<file path="src/rtl/cache_assoc_pkg.sv">
// Shared state encoding and default sizing for the two-way set-associative cache controller.
package cache_assoc_pkg;

    localparam int unsigned DEF_WORDS_PER_LINE = 4;
    localparam int unsigned DEF_MEM_LAT        = 2;
    localparam int unsigned DEF_INDEX_W        = 8;

    typedef enum logic [2:0] {
        ST_IDLE     = 3'd0,
        ST_WB       = 3'd1,
        ST_FILL     = 3'd2,
        ST_FINAL_WR = 3'd3,
        ST_DONE     = 3'd4,
        ST_ERR      = 3'd5
    } state_t;

    // Replacement choice on a miss: first invalid way (way 0 first), else the LRU way.
    function automatic logic pick_victim(input logic valid0, input logic valid1, input logic lru);
        logic v;
        if (!valid0) begin
            v = 1'b0;
        end else if (!valid1) begin
            v = 1'b1;
        end else begin
            v = lru;
        end
        return v;
    endfunction

endpackage

</file>
<file path="src/rtl/cache_lru_array.sv">
// One LRU bit per set: combinational read, clocked write, cleared by reset.
module cache_lru_array
    import cache_assoc_pkg::*;
#(
    parameter int unsigned INDEX_W = DEF_INDEX_W
) (
    input  logic               clk,
    input  logic               rst,
    input  logic [INDEX_W-1:0] rd_index,
    output logic               rd_lru,
    input  logic               wr_en,
    input  logic [INDEX_W-1:0] wr_index,
    input  logic               wr_lru
);

    localparam int unsigned SETS = 1 << INDEX_W;

    logic [SETS-1:0] lru_q;

    // Read port: the bit of the set being looked up this cycle.
    assign rd_lru = lru_q[rd_index];

    // Write port: record which way becomes least recently used.
    always_ff @(posedge clk or posedge rst) begin
        if (rst) begin
            lru_q <= '0;
        end else if (wr_en) begin
            lru_q[wr_index] <= wr_lru;
        end
    end

endmodule

</file>
<file path="src/rtl/cache_assoc_controller.sv">
// Two-way set-associative cache controller: hit handling, dirty write-back,
// pipelined line fill and LRU maintenance.
module cache_assoc_controller
    import cache_assoc_pkg::*;
#(
    parameter int unsigned WORDS_PER_LINE = DEF_WORDS_PER_LINE,
    parameter int unsigned MEM_LAT        = DEF_MEM_LAT,
    parameter int unsigned INDEX_W        = DEF_INDEX_W
) (
    input  logic                              clk,
    input  logic                              rst,
    input  logic                              rd,
    input  logic                              wr,
    input  logic [INDEX_W-1:0]                index,
    input  logic                              hit0,
    input  logic                              hit1,
    input  logic                              valid0,
    input  logic                              valid1,
    input  logic                              dirty0,
    input  logic                              dirty1,
    input  logic                              cache_err,
    input  logic                              mem_err,
    input  logic                              mem_stall,
    output logic                              comp,
    output logic                              cache_write,
    output logic                              way_sel,
    output logic [$clog2(WORDS_PER_LINE)-1:0] word_off,
    output logic                              mem_rd,
    output logic                              mem_wr,
    output logic                              stall,
    output logic                              done,
    output logic                              cache_hit,
    output logic                              err
);

    localparam int unsigned OFF_W = $clog2(WORDS_PER_LINE);
    localparam int unsigned CNT_W = OFF_W + 1;
    localparam logic [CNT_W-1:0] LINE_WORDS = CNT_W'(WORDS_PER_LINE);
    localparam logic [CNT_W-1:0] LAST_WORD  = CNT_W'(WORDS_PER_LINE - 1);

    state_t               state_q, state_d;
    logic [INDEX_W-1:0]   idx_q, idx_d;
    logic                 wr_q, wr_d;
    logic                 way_q, way_d;
    logic                 hit_q, hit_d;
    logic [CNT_W-1:0]     cnt_q, cnt_d;
    logic [CNT_W-1:0]     ret_q, ret_d;
    logic [MEM_LAT-1:0]   pend_q, pend_d;

    logic                 hit0_v, hit1_v, any_hit, hit_way;
    logic                 lru_rd, lru_we;
    logic                 victim, victim_wb;
    logic                 ret_now, issue_ok, issue_acc;

    // Tag-compare qualification and miss replacement choice.
    assign hit0_v    = hit0 & valid0;
    assign hit1_v    = hit1 & valid1;
    assign any_hit   = hit0_v | hit1_v;
    assign hit_way   = ~hit0_v & hit1_v;
    assign victim    = pick_victim(valid0, valid1, lru_rd);
    assign victim_wb = valid0 & valid1 & (victim ? dirty1 : dirty0);

    cache_lru_array #(
        .INDEX_W (INDEX_W)
    ) u_lru (
        .clk      (clk),
        .rst      (rst),
        .rd_index (index),
        .rd_lru   (lru_rd),
        .wr_en    (lru_we),
        .wr_index (idx_q),
        .wr_lru   (~way_q)
    );

    // State, latched request and burst counters.
    always_ff @(posedge clk or posedge rst) begin
        if (rst) begin
            state_q <= ST_IDLE;
            idx_q   <= '0;
            wr_q    <= 1'b0;
            way_q   <= 1'b0;
            hit_q   <= 1'b0;
            cnt_q   <= '0;
            ret_q   <= '0;
            pend_q  <= '0;
        end else begin
            state_q <= state_d;
            idx_q   <= idx_d;
            wr_q    <= wr_d;
            way_q   <= way_d;
            hit_q   <= hit_d;
            cnt_q   <= cnt_d;
            ret_q   <= ret_d;
            pend_q  <= pend_d;
        end
    end

    // Next-state, counter and output decode.
    always_comb begin
        state_d     = state_q;
        idx_d       = idx_q;
        wr_d        = wr_q;
        way_d       = way_q;
        hit_d       = hit_q;
        cnt_d       = cnt_q;
        ret_d       = ret_q;
        pend_d      = pend_q;
        comp        = 1'b0;
        cache_write = 1'b0;
        way_sel     = 1'b0;
        word_off    = '0;
        mem_rd      = 1'b0;
        mem_wr      = 1'b0;
        stall       = (state_q != ST_IDLE);
        done        = 1'b0;
        cache_hit   = 1'b0;
        err         = 1'b0;
        lru_we      = 1'b0;
        ret_now     = 1'b0;
        issue_ok    = 1'b0;
        issue_acc   = 1'b0;

        case (state_q)
            ST_IDLE: begin
                comp   = 1'b1;
                cnt_d  = '0;
                ret_d  = '0;
                pend_d = '0;
                // Request-driven outputs are held quiet while reset is asserted.
                if (!rst) begin
                    cache_write = wr;
                    way_sel     = hit_way;
                end
                if (rd || wr) begin
                    idx_d = index;
                    wr_d  = wr;
                    if (any_hit) begin
                        way_d   = hit_way;
                        hit_d   = 1'b1;
                        state_d = ST_DONE;
                    end else begin
                        way_d   = victim;
                        hit_d   = 1'b0;
                        state_d = victim_wb ? ST_WB : ST_FILL;
                    end
                end
            end

            ST_WB: begin
                mem_wr   = 1'b1;
                way_sel  = way_q;
                word_off = cnt_q[OFF_W-1:0];
                if (!mem_stall) begin
                    if (cnt_q == LAST_WORD) begin
                        cnt_d   = '0;
                        state_d = ST_FILL;
                    end else begin
                        cnt_d = cnt_q + CNT_W'(1);
                    end
                end
            end

            ST_FILL: begin
                // A returning word owns the array port; the read issue waits that cycle.
                ret_now   = pend_q[MEM_LAT-1];
                issue_ok  = (cnt_q < LINE_WORDS) && !ret_now;
                issue_acc = issue_ok && !mem_stall;
                pend_d    = MEM_LAT'({pend_q, issue_acc});
                if (issue_acc) begin
                    cnt_d = cnt_q + CNT_W'(1);
                end
                if (ret_now) begin
                    cache_write = 1'b1;
                    way_sel     = way_q;
                    word_off    = ret_q[OFF_W-1:0];
                    ret_d       = ret_q + CNT_W'(1);
                    if (ret_q == LAST_WORD) begin
                        state_d = wr_q ? ST_FINAL_WR : ST_DONE;
                    end
                end else if (issue_ok) begin
                    mem_rd   = 1'b1;
                    word_off = cnt_q[OFF_W-1:0];
                end
            end

            ST_FINAL_WR: begin
                comp        = 1'b1;
                cache_write = 1'b1;
                way_sel     = way_q;
                state_d     = ST_DONE;
            end

            ST_DONE: begin
                done      = 1'b1;
                cache_hit = hit_q;
                lru_we    = 1'b1;
                state_d   = ST_IDLE;
            end

            ST_ERR: begin
                err     = 1'b1;
                done    = 1'b1;
                state_d = ST_IDLE;
            end

            default: begin
                state_d = ST_IDLE;
            end
        endcase

        if ((state_q != ST_IDLE) && (cache_err || mem_err)) begin
            state_d = ST_ERR;
        end
    end

endmodule

</file>
<file path="config.mk">
export PLATFORM = sky130hd
export DESIGN_NAME = cache_assoc_controller
export DESIGN_NICKNAME = d
export VERILOG_FILES = /design/src/rtl/cache_assoc_pkg.sv /design/src/rtl/cache_lru_array.sv /design/src/rtl/cache_assoc_controller.sv
export SDC_FILE = /design/constraint.sdc
export NUM_CORES = 1
export LEC_CHECK = 0
export CAP_MARGIN = 10
export CORE_UTILIZATION = 50
export DETAILED_ROUTE_END_ITERATION = 8
export GPL_ROUTABILITY_DRIVEN = 0
export PLACE_DENSITY = 0.66
export SYNTH_ARGS = -nofsm -noshare
export SYNTH_HDL_FRONTEND = slang
export SYNTH_HIERARCHICAL = 1
export SYNTH_SLANG_ARGS = --single-unit
</file>
<file path="constraint.sdc">
create_clock -name clk -period 8.1 [get_ports clk]
set_clock_uncertainty 0.05 [all_clocks]
set_input_delay 1.62 -clock clk [delete_from_list [all_inputs] [get_ports clk]]
set_output_delay 1.62 -clock clk [all_outputs]
set_load 0.005 [all_outputs]
</file>
==> summary.md <==
| Metric | Value |
|---|---|
| Post-Syn Area | 14500 um2 |
| Clock Path Buffers | 3 |
| Power Dens Cells | ~250 nW/um2 |
| Max_slew headroom | 15.9% |
| Peak Freq | between 200 and 250 MHz |
| Initial DRT Pass Iterations | 5 |
| Fill cells | approximately 2300 |
| First-pass GRT wire length | between 50000 and 60000 um |
| Crit path max fanout | 16 |
| Reg2Reg Setup Slack | 4.46 ns |
| Critical path type | in -> reg |
| Number of cells on the worst reg-to-reg path | 7 |
| Vias in the first global route | around 10000 |
| Fraction of registers with async set or reset after synthesis | 100% |
| Max-Cap Viols | 0 |
| Nets@finish | ~1300 |
| Min Clock Period, post-route | about 5.0 ns |
| Core area | ~28000 um2 |
| HP Class | reg -> reg |
| Synth top area cells | dfrtp_1 48%, mux2_2 19%, nand2_1 7.0%, mux4_2 4.8%, mux2i_1 4.3% |
| CTS tree | done |
| DRT iter0 DRCs | about 1000 |
| Die H | between 150 and 200 um |
| Detail Route Antenna Nets | 0 |
| RSZ-0062 raised after global routing | false |
| Peak VDD IR | ~0.16 mV |
| Row count | 61 |
| Tot GR Track Use | roughly a quarter |
| Die ar. | just under 30000 um2 |
| Initial Util | between 50% and 60% |
| Main synth FF type | dfrtp_1 |
| Synthesized instance count | around 1300 |
| Fin Hold WS | 0.439 ns |
| Remaining DRCs | 0 |
| Leak | a little over 0.007 uW |
| Worst Max-Slew Pin Slew | ~1.3 ns |
| Yosys top cell by area | dfrtp_1 |
| Worst setup SP type | input port |
| Cts hold-fix bufs | 0 |
| Post-synth top area share | between 40 and 50% |
| Post-CTS setup repair buffer count | 0 |
| Post-synth cell types | between 60 and 70 |
| Setup TNS | 0 ns |
| Post-CTS resize count | 0 |
| Clock latency on the worst-skew pair | about 0.57 ns |
| Register area share after synthesis | between 40 and 50% |
| Ratio of cells with drive above 1 in the final layout | between 30% and 40% |
| Utilization of the core after routing | 57.0% |
| Root buffer cell | clkbuf_16 |
| Worst slack, placed | approximately 2.7 ns |
| DR WL/cell | between 20 and 25 um |
| Die X | between 150 and 200 um |
| Area Overhead vs Synth | 10.7% |
| Setup-failing EPs final | 0 |
| Total gr overflow | 0 |
| Post-DP HPWL | 22500 um |
| Initial antenna violation count | 0 |
| Final Hold Fails | 0 |
| Reg2reg start | state_q[2] |
| Routed WL | about 36000 um |
| CTS Buf Count | 30 |
| Crit path arrival time | between 5 and 6 ns |
| Synthesized Nets | ~1300 |
| Req. time, crit path | approximately 8.5 ns |
| CTS Sinks | ~280 |
| Outcome | completed |
| Final worst setup slack | between 3 and 4 ns |
| Most common cell after layout, fill and taps aside | dfrtp_1 |
| Most frequent cells in the layout | 278 x dfrtp_1, 272 x nand2_1, 244 x mux2_2 |
| Hold Startpoint | u_lru/lru_q[35] |
| Num ports | 32 |
| Setup crit end kind | register |
| Crit path from | index[2] |
| Hold endpoint | u_lru/lru_q[35] |
| Ys Warns | 6 |
| Reg clk slew, reported paths | 0.06 ns |
| Via density | ~6.0 |
| Reg2reg end | u_lru/lru_q[195] |
| Largest net degree at the start of global routing | 186 |
| Hold Crit Depth | 1 |
| Max Slew Vio Count | 0 |
| FF+latch count, synth | between 200 and 300 |
| Avg Inst Size Synth | approximately 12 um2 |
| CTS H-tree lvls | 1 |
| Diodes inserted | 0 |
| Number of synthesized flops with an enable pin | 0 |
| Total number of vias | ~10000 |
| Port Buffers | 31 |
| Tcrit/Tclk final | between 60% and 70% |
## sequential cells by signal (all words and copies together) (netlist names)
signal / flops
cnt_q: 3
hit_q: 1
idx_q: 8
pend_q: 2
ret_q: 3
state_q: 3
u_lru/lru_q: 256
way_q: 1
wr_q: 1
## stage by stage
| step | cell area, um2 | instances | total power (uW) |
|---|---|---|---|
| 3_3_place_gp | 15000 | 1583 | 2680 |
| 6_report | 16000 | 1640 | 4070 |
| 3_5_place_dp | 15000 | 1583 | 2700 |
| 4_1_cts | 16000 | 1638 | 4100 |
| 5_1_grt | 16000 | 1640 | 4260 |
| 2_1_floorplan | 14500 | 1252 | 2410 |
## kinds of logic (layout without fill, tap and decap cells)
group	count (synthesis)	count (layout)	share of synthesized area, %
mux	363	363	30.6
compound gates	89	89	4.37
fa+ha+maj	5	5	0.432
simple gates	400	400	12.6
buf+inv	117	127	4.02
flops	278	278	48.0
## per-layer routing
| metal | vias up | track usage [%] | wire, um |
|---|---|---|---|
| li1 | 4415 | - | - |
| met1 | 5049 | 35.0 | 15900 |
| met2 | 263 | 40.3 | 16700 |
| met3 | 86 | 4.35 | 1990 |
| met4 | 0 | 9.93 | 1570 |
| met5 | - | 0 | 0 |
## synth_stat cells (all sizes together), types with 2 or more instances
cell type  instances
dfrtp            278
nand2            274
mux2             265
mux2i             62
clkbuf            54
buf               49
mux4              36
nor2              36
nor3              28
o22ai             21
nor4              18
inv               13
a21oi             12
a22oi             11
nand2b            10
a22o               9
nor2b              9
o21ai              9
nand3              8
a31oi              6
ha                 5
and2               4
nand3b             3
a211oi             2
a221oi             2
and3               2
nand4              2
o211ai             2
o21a               2
o32ai              2
## power by group
group	switching (uW)	total, uW	internal (uW)
clock	552	1390	842
sequential	179	1770	1590
combinational	583	906	323
total	1310	4070	2760
## final cells by class
class / instances / area, um2 / share of cell area [%]
multi-input combinational: 857 / 7030 / 43.8
sequential: 278 / 6960 / 43.4
tap: 378 / 473 / 2.95
clock inverter: 6 / 108 / 0.671
clock buffer: 49 / 893 / 5.57
inverter: 14 / 61.3 / 0.382
timing repair buffer: 58 / 524 / 3.27
## worst max path at each step
stage                                 to  slack, ns  depth (start not counted)
after floorplan           u_lru/lru_q[0]       3.06                          1
after global placement        state_q[1]       2.75                          9
after detailed placement      state_q[1]       2.67                          9
after CTS                        way_sel       3.13                          6
after global routing             way_sel       2.99                          6
final                         state_q[1]       3.14                          9
## critical path, cell delays in order
cell and delay [ns]:
clkdlybuf4s50_1 0.86, nor2b_1 0.84, a22oi_1 0.34, a2111oi_1 0.54, nor4_1 0.13, a31oi_1 0.41
mux2i_1 0.32, o221ai_2 0.13, a211oi_2 0.19
No activity file was read; power rests on OpenSTA's default activity.
